### src/rtl/seg7_pkg.sv
// Shared types, glyph table and anode helpers for the 7-segment scan reader.
package seg7_pkg;

    typedef enum logic [2:0] {
        HUNT,
        SETTLE,
        LATCH,
        WAIT,
        PUBLISH
    } scan_state_t;

    localparam logic [3:0] AN_BLANK = 4'hF;

    // Active-low {a,b,c,d,e,f,g}; b and d are the lower-case glyphs.
    localparam logic [6:0] SEG_GLYPH [16] = '{
        7'h01, 7'h4F, 7'h12, 7'h06,
        7'h4C, 7'h24, 7'h20, 7'h0F,
        7'h00, 7'h04, 7'h08, 7'h60,
        7'h31, 7'h42, 7'h30, 7'h38
    };

    function automatic logic an_slot_valid(input logic [3:0] an);
        logic [3:0] low;
        low = ~an;
        return (low != 4'h0) && ((low & (low - 4'd1)) == 4'h0);
    endfunction

    function automatic logic [1:0] an_slot_idx(input logic [3:0] an);
        logic [1:0] idx;
        case (an)
            4'b1110: idx = 2'd0;
            4'b1101: idx = 2'd1;
            4'b1011: idx = 2'd2;
            default: idx = 2'd3;
        endcase
        return idx;
    endfunction

endpackage

### src/rtl/seg7_glyph_decode.sv
// Inverse glyph lookup: active-low a..g pattern to hex nibble plus error flag.
module seg7_glyph_decode
    import seg7_pkg::*;
(
    input  logic [6:0] seg_abcdefg,
    output logic [3:0] nibble,
    output logic       err
);

    always_comb begin
        nibble = 4'h0;
        err    = 1'b1;
        for (int i = 0; i < 16; i++) begin
            if (seg_abcdefg == SEG_GLYPH[i]) begin
                nibble = 4'(i);
                err    = 1'b0;
            end
        end
    end

endmodule

### src/rtl/seven_seg_scan_capture.sv
// Captures frames from a multiplexed 4-digit 7-segment display scan.
// Define SCAN_CONSEC_MATCH_EN to publish only frames that repeat back-to-back.
module seven_seg_scan_capture
    import seg7_pkg::*;
#(
    parameter int SETTLE_CYCLES = 16,
    parameter int CNT_W         = 5
) (
    input  logic        clk,
    input  logic        reset,
    input  logic [3:0]  an,
    input  logic [7:0]  seg,
    input  logic        frame_ready,
    output logic        frame_valid,
    output logic [15:0] value,
    output logic [3:0]  dp_bits,
    output logic [3:0]  seg_err,
    output logic        overrun
);

    scan_state_t state_q, state_d;
    logic [CNT_W-1:0] cnt_q, cnt_d;
    logic [3:0]  snap_an_q, snap_an_d;
    logic [7:0]  snap_seg_q, snap_seg_d;
    logic [3:0]  seen_q, seen_d;
    logic [15:0] slot_val_q, slot_val_d;
    logic [3:0]  slot_dp_q, slot_dp_d;
    logic [3:0]  slot_err_q, slot_err_d;
    logic        frame_valid_q, frame_valid_d;
    logic [15:0] value_q, value_d;
    logic [3:0]  dp_q, dp_d;
    logic [3:0]  err_q, err_d;
    logic        overrun_q, overrun_d;
`ifdef SCAN_CONSEC_MATCH_EN
    logic [23:0] cand_q, cand_d;
    logic        cand_vld_q, cand_vld_d;
`endif

    logic [3:0] dec_nib;
    logic       dec_err;
    logic       in_valid;
    logic       changed;
    logic       publish;
    logic [1:0] idx;

    seg7_glyph_decode u_dec (
        .seg_abcdefg (snap_seg_q[7:1]),
        .nibble      (dec_nib),
        .err         (dec_err)
    );

    always_comb begin
        state_d       = state_q;
        cnt_d         = cnt_q;
        snap_an_d     = snap_an_q;
        snap_seg_d    = snap_seg_q;
        seen_d        = seen_q;
        slot_val_d    = slot_val_q;
        slot_dp_d     = slot_dp_q;
        slot_err_d    = slot_err_q;
        frame_valid_d = frame_valid_q;
        value_d       = value_q;
        dp_d          = dp_q;
        err_d         = err_q;
        overrun_d     = overrun_q;
`ifdef SCAN_CONSEC_MATCH_EN
        cand_d        = cand_q;
        cand_vld_d    = cand_vld_q;
`endif
        publish  = 1'b0;
        idx      = an_slot_idx(snap_an_q);
        in_valid = an_slot_valid(an) && (an != AN_BLANK);
        changed  = (an != snap_an_q) || (seg != snap_seg_q);

        if (frame_valid_q && frame_ready) begin
            frame_valid_d = 1'b0;
        end

        case (state_q)
            HUNT: begin
                cnt_d = '0;
                if (in_valid) begin
                    snap_an_d  = an;
                    snap_seg_d = seg;
                    cnt_d      = CNT_W'(1);
                    state_d    = SETTLE;
                end
            end
            SETTLE: begin
                if (!in_valid) begin
                    cnt_d   = '0;
                    state_d = HUNT;
                end else if (changed) begin
                    snap_an_d  = an;
                    snap_seg_d = seg;
                    cnt_d      = CNT_W'(1);
                end else if (cnt_q == CNT_W'(SETTLE_CYCLES)) begin
                    state_d = LATCH;
                end else begin
                    cnt_d = cnt_q + CNT_W'(1);
                end
            end
            LATCH: begin
                slot_val_d[{idx, 2'b00} +: 4] = dec_nib;
                slot_dp_d[idx]  = ~snap_seg_q[0];
                slot_err_d[idx] = dec_err;
                seen_d  = seen_q | (4'b0001 << idx);
                cnt_d   = '0;
                state_d = (seen_d == 4'hF) ? PUBLISH : WAIT;
            end
            WAIT: begin
                if (an != snap_an_q) begin
                    state_d = HUNT;
                end
            end
            PUBLISH: begin
                seen_d  = 4'h0;
                state_d = WAIT;
`ifdef SCAN_CONSEC_MATCH_EN
                // A frame must repeat unchanged before it is trusted.
                if (cand_vld_q &&
                    (cand_q == {slot_val_q, slot_dp_q, slot_err_q})) begin
                    publish = 1'b1;
                end
                cand_d     = {slot_val_q, slot_dp_q, slot_err_q};
                cand_vld_d = 1'b1;
`else
                publish = 1'b1;
`endif
            end
            default: begin
                state_d = HUNT;
            end
        endcase

        if (publish) begin
            value_d       = slot_val_q;
            dp_d          = slot_dp_q;
            err_d         = slot_err_q;
            frame_valid_d = 1'b1;
            if (frame_valid_q && !frame_ready) begin
                overrun_d = 1'b1;
            end
        end
    end

    always_ff @(posedge clk or negedge reset) begin
        if (!reset) begin
            state_q       <= HUNT;
            cnt_q         <= '0;
            snap_an_q     <= AN_BLANK;
            snap_seg_q    <= 8'hFF;
            seen_q        <= 4'h0;
            slot_val_q    <= 16'h0;
            slot_dp_q     <= 4'h0;
            slot_err_q    <= 4'h0;
            frame_valid_q <= 1'b0;
            value_q       <= 16'h0;
            dp_q          <= 4'h0;
            err_q         <= 4'h0;
            overrun_q     <= 1'b0;
`ifdef SCAN_CONSEC_MATCH_EN
            cand_q        <= 24'h0;
            cand_vld_q    <= 1'b0;
`endif
        end else begin
            state_q       <= state_d;
            cnt_q         <= cnt_d;
            snap_an_q     <= snap_an_d;
            snap_seg_q    <= snap_seg_d;
            seen_q        <= seen_d;
            slot_val_q    <= slot_val_d;
            slot_dp_q     <= slot_dp_d;
            slot_err_q    <= slot_err_d;
            frame_valid_q <= frame_valid_d;
            value_q       <= value_d;
            dp_q          <= dp_d;
            err_q         <= err_d;
            overrun_q     <= overrun_d;
`ifdef SCAN_CONSEC_MATCH_EN
            cand_q        <= cand_d;
            cand_vld_q    <= cand_vld_d;
`endif
        end
    end

    assign frame_valid = frame_valid_q;
    assign value       = value_q;
    assign dp_bits     = dp_q;
    assign seg_err     = err_q;
    assign overrun     = overrun_q;

endmodule

### config.mk
export PLATFORM = sky130hd
export DESIGN_NAME = seven_seg_scan_capture
export DESIGN_NICKNAME = d
export VERILOG_FILES = /design/src/rtl/seg7_pkg.sv /design/src/rtl/seg7_glyph_decode.sv /design/src/rtl/seven_seg_scan_capture.sv
export SDC_FILE = /design/constraint.sdc
export NUM_CORES = 1
export LEC_CHECK = 0
export ABC_AREA = 1
export CORE_AREA = 2 2 130 132
export CTS_CLUSTER_SIZE = 20
export DETAILED_ROUTE_END_ITERATION = 8
export DIE_AREA = 0 0 132 134
export GPL_ROUTABILITY_DRIVEN = 0
export HOLD_SLACK_MARGIN = 0.05
export SYNTH_ARGS = -nofsm -noshare
export SYNTH_HDL_FRONTEND = slang
export SYNTH_SLANG_ARGS = --single-unit
### constraint.sdc
create_clock -name clk -period 1.9 [get_ports clk]
set_clock_uncertainty 0.15 [all_clocks]
set_input_delay 0.38 -clock clk [delete_from_list [all_inputs] [get_ports clk]]
set_output_delay 0.38 -clock clk [all_outputs]
set_load 0.01 [all_outputs]
; ---- Word level (Yosys, flattened, before mapping)
; Cells that the tools add are included.
[totals]
register_bits = 74
latchBits = 0
ramBits = 0
mem_bits_ro = 0
input_bits = 15
output_inout_bits = 26
wordCells = 139
n_memories = 0
[classes]
n_addsub = 3
n_mul = 0
div_mod_pow = 0
order_cmp = 2
n_eq_ne = 34
shifts = 3
muxes = 61
bitwise = 4
n_reduce_logical = 19
[ops]
columns = operator, n
row1 = 4-bit 2-to-1 mux, 11
row2 = "7-bit by 6-bit == test with 1-bit output, second input constant", 5
row3 = 3-bit 2-to-1 mux, 10
row4 = "7-bit == test, second input constant", 4
row5 = 8-bit 2-to-1 mux, 3
row6 = 1-bit 2-to-1 mux, 22
row7 = 16-bit bitwise mux, 1
row8 = "4-bit == test, second input constant", 4
row9 = 4-bit case mux with 2 select lines, 2
row10 = 8-bit case mux with 2 select lines, 1
row11 = "4-bit by 6-bit variable shift with 16-bit output, first input constant", 1
row12 = 4-bit by 6-bit variable part select with 16-bit output, 1
row13 = 5-bit 2-to-1 mux, 3
row14 = 3-bit case mux with 5 select lines, 1
row15 = 5-bit case mux with 3 select lines, 1
row16 = "7-bit by 3-bit == test with 1-bit output, second input constant", 2
row17 = "7-bit by 4-bit == test with 1-bit output, second input constant", 2
row18 = 4-bit bitwise mux, 2
row19 = "2-bit != test, second input constant", 4
row20 = "4-bit != test, second input constant", 2
row21 = 8-bit != test, 1
row22 = 4-bit AND reduction, 2
row23 = "7-bit by 1-bit == test with 1-bit output, second input constant", 1
row24 = "7-bit by 5-bit == test with 1-bit output, second input constant", 1
row25 = other kinds (29), 39

; ---- Depth between registers and ports, before layout
; Gate-level depths: netlist of the first run.
[logic_depth]
ltp_word = 18
mapped_depth = 14
mapped_depth_nobuf = 14

; ---- Hierarchy
; A second synthesis of the first run with hierarchy kept.
[unflattened]
cells_unflattened = 472
hier_area_um2 = 3797.4
[by_module_without_submodules]
columns = mod, n_inst, cells_each, area_each_um2, seq_area_each_um2
row1 = seven_seg_scan_capture, 1, 408, 3508.4, 1866.8
row2 = seg7_glyph_decode, 1, 64, 289.0, 0.0

; ---- Worst setup path after synthesis of the first run
; No wires, ideal clock.
[synth_path]
path_kind = flip-flop to flip-flop
from = reg snap_an_q[3]
to = reg slot_val_q[0]
t_arrival_ns = 1.816
required_time_ns = 1.674
path_slack_ns = -0.142
stages_incl_launch_ff = 12
path_buffers = 0
path_cell_list = dfstp_2 > nand2_1 > inv_1 > nand3_1 > ha_1 > nand2_1 > nand3_2 > nor2_8 > inv_2 > nor2_4 > nand2_1 > o21ai_1
[synth_via]
elab_chain_len = 5
[synth_rtl]
columns = element, line
row1 = from (decl), seven_seg_scan_capture.sv:23  ; logic [3:0] snap_an_q, snap_an_d;
row2 = from (signal assigned), seven_seg_scan_capture.sv:169  ; snap_an_q <= snap_an_d;
row3 = 4-bit == test, seg7_pkg.sv:30  ; case (an)
row4 = 2-bit case mux with 3 select lines *, seg7_pkg.sv:30
row5 = 4-bit negator with 6-bit output *, seven_seg_scan_capture.sv:104  ; slot_val_d[{idx, 2'b00} +: 4] = dec_nib;
row6 = 4-bit by 6-bit variable part select with 16-bit output or 4-bit by 6-bit variable shift with 16-bit output (tied branches), seven_seg_scan_capture.sv:104
row7 = 16-bit bitwise mux *, seven_seg_scan_capture.sv:104
row8 = to (signal assigned), seven_seg_scan_capture.sv:172  ; slot_val_q <= slot_val_d;
row9 = to (decl), seven_seg_scan_capture.sv:26  ; logic [15:0] slot_val_q, slot_val_d;
; Mark *: on every way between the ends. The rest lies on a longest branch, timed or not.
; A chain may end at the register's enable or synchronous reset.

; ---- Final worst setup path of the first run
[layout_path]
from = reg snap_an_q[2]
to = reg state_q[0]
[layout_via]
elab_chain_len = 7
[layout_rtl]
columns = element, line
row1 = 4-bit == test, seg7_pkg.sv:30
row2 = 2-bit case mux with 3 select lines, seg7_pkg.sv:30
row3 = 1-bit by 2-bit << shifter with 4-bit output, seven_seg_scan_capture.sv:107  ; seen_d = seen_q | (4'b0001 << idx);
row4 = 4-bit bitwise OR, seven_seg_scan_capture.sv:107
row5 = 4-bit == test, seven_seg_scan_capture.sv:109  ; state_d = (seen_d == 4'hF) ? PUBLISH : WAIT;
row6 = 3-bit 2-to-1 mux, seven_seg_scan_capture.sv:109
row7 = 3-bit case mux with 5 select lines, seven_seg_scan_capture.sv:79  ; case (state_q)
row8 = to (signal assigned), seven_seg_scan_capture.sv:167  ; state_q <= state_d;
row9 = to (decl), seven_seg_scan_capture.sv:21  ; scan_state_t state_q, state_d;
; Several ways; a longest one is shown, not always the timed one.

==> results.ini, run 1 <==
[yosys]
yosys-top-cells-area=dfrtp_1 38%, nand2_1 17%, dfstp_2 7.8%
ys_seq_area_share_pct=46.31
syn-instance-count=509
synth_edf_count=0
ys_warn_count=0
synth_flop_cell=dfrtp_1
avgSynthCellArea_um2=7.920
syn-num-nets=531
netlist_top_cells_count=186 x nand2_1, 62 x dfrtp_1, 53 x inv_1
synth-async-reset-ratio_pct=100.0
synth_top_area_share_pct=38.49
synth-seq-cells=74
synth_most_common_cell=nand2_1
mappedNetlistArea_um2=4031
synth_top_area_cell=dfrtp_1
yosys.cell_types.count=35

[global_routing]
antenna_found_initial=0
globalRoute.totalOverflow=0
grt_pass1_vias=3341
grt_pass1_wl_mm=16.24
grt_max_degree=55
track_usage_pct=11.42

[timing]
setup_ws_ps=-22.65
maxSlewHeadroom_pct=72.66
worst_hold_slack_ps=226.3
finalSetupViolCount=3
tightestPinTransition_ps=409.7
slew_violations=0
fin_setup_tns_ps=-27.26
finalHoldViolations=0
min_period_ps=1923
max_freq_mhz=520.1
fin_crit_sh_pct=101.2
rsz0062_at_grt=yes

[place]
dpl.cell_count=803
port_buffers=40
dp_hpwl_mm=7.007

[floorplan]
die_h_um=134
dieArea_um2=17690
io_pins=41
num_rows=47
die_x_um=132
core_area_um2=16290
initial_utilization_pct=24.75

[clock_tree]
clk_latency_ps=340
root_buffer=clkbuf_16
h-tree-depth=3
cts_tree=yes
clk_pin_slew_ps=60
cts.sinks=74
clock_path_buffers=2
numCtsBuffers=9

[setup_path]
cp_max_fo=5
cp.buffers_inverters=2
slowest_stage=dfstp_2
end_kind=flop
startpoint=snap_an_q[2]$_DFFE_PN1P_
worstPathCellList=inv_1 > nand3_4 > ha_4 > inv_2 > nand2_2 > o21ai_2 > a21oi_1 > nand2_1 > nand2_1 > nand3_1 > nand2_1 > nand2_1
critPathLaunchType=flop
regToRegStartpoint=snap_an_q[2]$_DFFE_PN1P_
path_common_cell=nand2_1
path_class=reg -> reg
cp.required_ps=1980
cpPeakStageDelay_ps=600
crit_family=simple AND/OR/NAND/NOR gates
cp.arrival_ps=2000

[routing]
wirelength_mm=9.898
viasPerCell=4.150
first_pass_iters=4
postRouteAntennaNets=0
wl_per_cell_um=11.80
num_vias=3482
drc=0
drt_first_iter_violations=208

[layout]
syn_to_final_growth_pct=44.07
instances_no_fill=839
multi_input_area_um2=2170
diodes=0
ff_latch_area_um2=1867
utilization_pct=35.66
fin_nets=636
nFillCells=1710
drive_above_1_share_pct=33.60

[power]
finalPower_mw=7.142
powerDensity_nw_per_um2=1230
peakVddDrop_mv=0.4595
p_leak_nw=2.842

[status]
violations=setup timing
outcome=finished, violations left

[hold_path]
worstHoldStart=an[2]
min_path_type=in -> reg

[flow_run]
drv_cap=0

logic make-up (layout without fill, tap and decap cells):
family          Yosys count  after routing  share of synthesized area (%)
compound gates           52             55                          8.008
xor+xnor                 13             13                          2.824
fa+ha+maj                 7              7                          2.172
buf+inv                  80            187                          7.945
flops                    74             74                          46.31
simple gates            283            283                          32.74
power by group:
part	switching (mW)	internal, mW
clock	0.678	1.02
sequential	0.294	2.00
combinational	1.89	1.26
timing repair:
item	in CTS	in global routing
endpoints found under the setup margin	21	44
resized for setup	8	90
buffers inserted	0	16
pin swaps	8	42
hold buffers	1	0
hold endpoints to repair	20	0
cloned	1	2
through the flow:
step                cell area (um2)  setup WS (ps)
floorplan                      4066          36.47
global placement               5036         -448.8
detailed placement             5036         -483.8
CTS                            5368         -19.54
global route                   5808         -138.3
finish                         5808         -22.65
path summary, 6_finish.rpt:
path,end,slack (ps),cells past startpoint
worst max-delay path,state_q[0]$_DFFE_PN0P_,-20,12
worst min-delay path,snap_an_q[2]$_DFFE_PN1P_,230,3
worst max register to register,state_q[0]$_DFFE_PN0P_,-20,12
worst min register to register,overrun$_DFFE_PN0P_,320,1
max in group asynchronous,snap_seg_q[3]$_DFFE_PN1P_,650,3
min in group asynchronous,value[13]$_DFFE_PN0P_,320,2
tightest hold or removal path, delay by kind of cell:
family	cells	cell delay [ps]
buffers and inverters	1	190
AO/OA/AOI/OAI	1	50
AND/OR/NAND/NOR	1	100
layout make-up:
type	instances	area share, %
Tap cell	220	4.739
Clock inverter	6	1.120
Inverter	71	4.933
Timing Repair Buffer	100	15.77
Multi-Input combinational cell	358	37.35
Clock buffer	10	3.942
Sequential cell	74	32.14
flip-flops by register name (all words and copies together), names as in the netlist:
register,flops
slot_val_q,16
value,16
snap_seg_q,8
cnt_q,5
dp_bits,4
seen_q,4
seg_err,4
slot_dp_q,4
slot_err_q,4
snap_an_q,4
state_q,3
frame_valid,1
overrun,1
layout by cell type (no fill, tap or decap), drive strengths merged, types with 10 or more instances in the layout:
master / instances
nand3: 29
dfrtp: 62
clkdlybuf4s50: 32
nor2: 39
inv: 71
o21ai: 50
buf: 60
dfstp: 12
clkbuf: 10
nand2: 199
layer usage:
layer,wire length (um),share of wire (%),GRT usage [%]
met1,4631,47,14.26
met2,4729,48,19.21
met3,363,3.7,2.608
met4,172,1.7,4.469
met5,0,0,0
No activity file was read; power rests on OpenSTA's default activity.
==> run 2, diff against run 1 <==
--- a/config.mk
+++ b/config.mk
@@ -6,12 +6,13 @@
 export NUM_CORES = 1
 export LEC_CHECK = 0
 export ABC_AREA = 1
-export CORE_AREA = 2 2 130 132
+export CORE_AREA = 2 2 92 94
 export CTS_CLUSTER_SIZE = 20
 export DETAILED_ROUTE_END_ITERATION = 8
-export DIE_AREA = 0 0 132 134
+export DIE_AREA = 0 0 94 96
 export GPL_ROUTABILITY_DRIVEN = 0
 export HOLD_SLACK_MARGIN = 0.05
+export PLACE_DENSITY = 0.79
 export SYNTH_ARGS = -nofsm -noshare
 export SYNTH_HDL_FRONTEND = slang
 export SYNTH_SLANG_ARGS = --single-unit
==> results.ini, run 2 (same netlist as run 1, synthesis figures left out) <==
[status]
outcome=finished, violations left
violations=setup timing

[clock_tree]
clk_pin_slew_ps=80
cts.sinks=74
root_buffer=clkbuf_8
numCtsBuffers=9
h-tree-depth=3
clock_path_buffers=2
clk_latency_ps=360
cts_tree=yes

[routing]
wirelength_mm=9.852
viasPerCell=5.079
wl_per_cell_um=13.61
num_vias=3677
first_pass_iters=5
postRouteAntennaNets=0
drt_first_iter_violations=191
drc=0

[setup_path]
slowest_stage=dfstp_2
path_common_cell=nand2_1
startpoint=snap_an_q[3]$_DFFE_PN1P_
reg2reg_slack_ps=-80
regToRegEndpoint=state_q[0]$_DFFE_PN0P_
path_class=reg -> reg
cpPeakStageDelay_ps=550
critPathLaunchType=flop
worstPathCellList=nand2_2 > inv_4 > nand3_4 > ha_4 > nand2_4 > nand3_4 > nand2_1 > nand2_1 > nand2_1 > nand3_1 > nand2_1 > nand2_1
cp_max_fo=6
r2r_cells=12
cp.arrival_ps=2080
cp.required_ps=2000
crit_family=simple AND/OR/NAND/NOR gates
regToRegStartpoint=snap_an_q[3]$_DFFE_PN1P_
end_kind=flop
cp.buffers_inverters=1

[hold_path]
worstHoldStart=an[3]
min_path_type=in -> reg
whs_endpoint=snap_an_q[3]$_DFFE_PN1P_
min_path_cells=3

[timing]
max_freq_mhz=505.9
min_period_ps=1977
finalHoldViolations=0
rsz0062_at_grt=yes
fin_crit_sh_pct=104.0
tightestPinTransition_ps=446.2
slew_violations=0
finalSetupViolCount=9
maxSlewHeadroom_pct=70.22
fin_setup_tns_ps=-230.5
setup_ws_ps=-76.56

[floorplan]
io_pins=41
initial_utilization_pct=50.07
die_x_um=94
core_area_um2=8051
dieArea_um2=9024
die_h_um=96
num_rows=33

[layout]
utilization_pct=69.67
fin_nets=636
final_common_cell=nand2_1
diodes=0
syn_to_final_growth_pct=39.14
nFillCells=600
drive_above_1_share_pct=33.93
layout_common_cells=164 x nand2_1, 62 x dfrtp_1, 52 x buf_4, 46 x inv_1, 36 x clkdlybuf4s50_1

[global_routing]
track_usage_pct=20.54
grt_pass1_vias=3208
globalRoute.totalOverflow=0
grt_max_degree=43
antenna_found_initial=0
grt_pass1_wl_mm=14.35

[power]
finalPower_mw=7.090
powerDensity_nw_per_um2=1264
peakVddDrop_mv=0.8395
p_leak_nw=2.794

[place]
port_buffers=40
dp_hpwl_mm=6.293
pre_cts_ws_ps=-468.3

[flow_run]
drv_cap=0

==> run 2: routing by layer <==
metal | wire (um) | GRT usage, % | vias up
met3 | 511 | 4.229 | 21
met1 | 3915 | 25.91 | 1733
met4 | 232 | 6.884 | 0
met2 | 5192 | 35.42 | 125
met5 | 0 | 0 | -
li1 | - | - | 1798
==> run 2: report_power, final <==
group / internal [mW] / switching [mW] / total (mW) / leakage, nW
Clock: 0.913 / 0.615 / 1.53 / 0.127
Sequential: 1.99 / 0.299 / 2.29 / 0.973
Combinational: 1.29 / 1.98 / 3.27 / 1.69
==> run 2: worst register-to-register path: stages (launching register included) <==
cell and delay [ps]:
dfstp_2 550, nand2_2 70, inv_4 70, nand3_4 160
ha_4 230, nand2_4 90, nand3_4 110, nand2_1 70
nand2_1 70, nand2_1 90, nand3_1 70, nand2_1 80
nand2_1 60
==> run 2: worst max-delay path by stage <==
| stage | end | cells after the start |
|---|---|---|
| floorplan | slot_val_q[10]$_DFFE_PN0P_ | 7 |
| global placement | snap_an_q[2]$_DFFE_PN1P_ | 7 |
| detailed placement | snap_seg_q[7]$_DFFE_PN1P_ | 7 |
| CTS | slot_val_q[13]$_DFFE_PN0P_ | 10 |
| global route | state_q[0]$_DFFE_PN0P_ | 12 |
| finish | state_q[0]$_DFFE_PN0P_ | 12 |
==> run 2: layout make-up <==
class | instances | area [um2] | area share, %
clock buffers | 10 | 137.6 | 2.454
multi-input cells | 358 | 2178 | 38.84
repair buffers | 100 | 890.9 | 15.88
clock inverters | 6 | 112.6 | 2.008
flip-flops and latches | 74 | 1867 | 33.28
well taps | 105 | 131.4 | 2.342
inverters | 71 | 291.5 | 5.197
==> run 2: timing repair <==
action,CTS,global route
gates cloned,1,2
setup buffers,2,18
hold buffers,1,0
setup endpoints to repair,21,40
resized for setup,7,86
endpoints found under the hold margin,15,0
pin swaps,6,50
==> run 2: per-stage QoR <==
step / cell area, um2 / hold WS, ps / cells
3_5_place_dp: 4847 / 188.6 / 684
3_3_place_gp: 4847 / 186.3 / 684
2_1_floorplan: 4066 / -65.59 / 509
6_report: 5609 / 186.9 / 724
5_1_grt: 5609 / 213.1 / 724
4_1_cts: 5151 / 326.5 / 704
==> run 3, diff against run 2 <==
--- a/config.mk
+++ b/config.mk
@@ -13,6 +13,7 @@
 export GPL_ROUTABILITY_DRIVEN = 0
 export HOLD_SLACK_MARGIN = 0.05
 export PLACE_DENSITY = 0.79
+export REMOVE_ABC_BUFFERS = 1
 export SYNTH_ARGS = -nofsm -noshare
 export SYNTH_HDL_FRONTEND = slang
 export SYNTH_SLANG_ARGS = --single-unit
==> results.ini, run 3 (same netlist as run 1, synthesis figures left out) <==
[floorplan]
io_pins=41
num_rows=33
core_area_um2=8051
initial_utilization_pct=50.07
die_x_um=94
die_h_um=96
dieArea_um2=9024

[power]
powerDensity_nw_per_um2=1225
peakVddDrop_mv=0.8995
finalPower_mw=6.680
p_leak_nw=2.727

[global_routing]
grt_pass1_vias=3338
track_usage_pct=21.10
antenna_found_initial=0
grt_max_degree=39
grt_pass1_wl_mm=14.90
globalRoute.totalOverflow=0

[routing]
viasPerCell=4.954
drc=0
wl_per_cell_um=13.31
num_vias=3537
wirelength_mm=9.504
postRouteAntennaNets=0
first_pass_iters=4
drt_first_iter_violations=155

[timing]
tightestPinTransition_ps=435.8
finalSetupViolCount=19
fin_crit_sh_pct=107.8
max_freq_mhz=488.2
fin_setup_tns_ps=-1212
rsz0062_at_grt=yes
worst_hold_slack_ps=326.9
maxSlewHeadroom_pct=70.95
finalHoldViolations=0
slew_violations=0
setup_ws_ps=-148.4
min_period_ps=2048

[clock_tree]
numCtsBuffers=9
h-tree-depth=3
cts_tree=yes
clock_path_buffers=2
root_buffer=clkbuf_8
clk_pin_slew_ps=80
clk_latency_ps=350
cts.sinks=74

[layout]
drive_above_1_share_pct=31.20
utilization_pct=67.71
final_common_cell=nand2_1
layout_common_cells=166 x nand2_1, 62 x dfrtp_1, 47 x inv_1, 41 x buf_4, 39 x clkdlybuf4s50_1
instances_no_fill=714
diodes=0
final_area_um2=5451
fin_nets=627
syn_to_final_growth_pct=35.23

[setup_path]
critPathLaunchType=flop
cp.arrival_ps=2180
end_kind=flop
reg2reg_slack_ps=-150
cp_max_fo=4
path_class=reg -> reg
cp.required_ps=2040

[place]
port_buffers=40
place_area_um2=4857
dpl.cell_count=685
pre_cts_ws_ps=-264.8
dp_hpwl_mm=6.369

[hold_path]
min_path_type=reg -> reg

[flow_run]
drv_cap=0

[status]
outcome=finished, violations left
violations=setup timing

## run 3: metal layers
layer | GRT usage, % | part of all wire, % | up-vias
met1 | 26.94 | 43 | 1641
li1 | - | - | 1784
met4 | 7.971 | 1.8 | 0
met2 | 36.55 | 50 | 95
met5 | 0 | 0 | -
met3 | 2.976 | 5.1 | 17
## run 3: path summary, 6_finish.rpt
check	depth (start not counted)	from	endpoint
setup / recovery	11	snap_seg_q[7]$_DFFE_PN1P_	cnt_q[2]$_DFFE_PN0P_
hold / removal	2	seg_err[2]$_DFFE_PN0P_	seg_err[2]$_DFFE_PN0P_
setup reg to reg	11	snap_seg_q[7]$_DFFE_PN1P_	cnt_q[2]$_DFFE_PN0P_
hold reg to reg	2	seg_err[2]$_DFFE_PN0P_	seg_err[2]$_DFFE_PN0P_
max in group asynchronous	3	reset	snap_an_q[2]$_DFFE_PN1P_
min in group asynchronous	2	reset	dp_bits[3]$_DFFE_PN0P_
## run 3: critical path, cell delays in order, from the launching register on
cell and delay, ps:
dfstp_2 580, buf_4 130, buf_4 100, xor2_1 60
nor2_1 150, nand2_1 100, nor2_2 200, buf_4 150
nand4_1 100, nor2_1 130, nand2_1 70, nand2_1 70
## run 3: repair_timing
action	4_1_cts	5_1_grt
pin swaps	10	34
gates resized for setup	23	56
hold buffers	1	0
endpoints found under the setup margin	16	39
buffers inserted	1	11
endpoints found under the hold margin	15	0
gates cloned	0	1
## run 3: cell type report
cell class                 count  area (um2)
multi-input combinational    355        2074
tap                          105       131.4
clock buffer                  10       127.6
fill                         658        2600
inverter                      71       289.0
clock inverter                 5       56.30
timing repair buffer          94       905.9
sequential                    74        1867
## run 3: power by group
group	switching, mW	internal, mW	total, mW
Combinational	1.89	1.30	3.20
Clock	0.582	0.597	1.18
Sequential	0.309	2.00	2.30
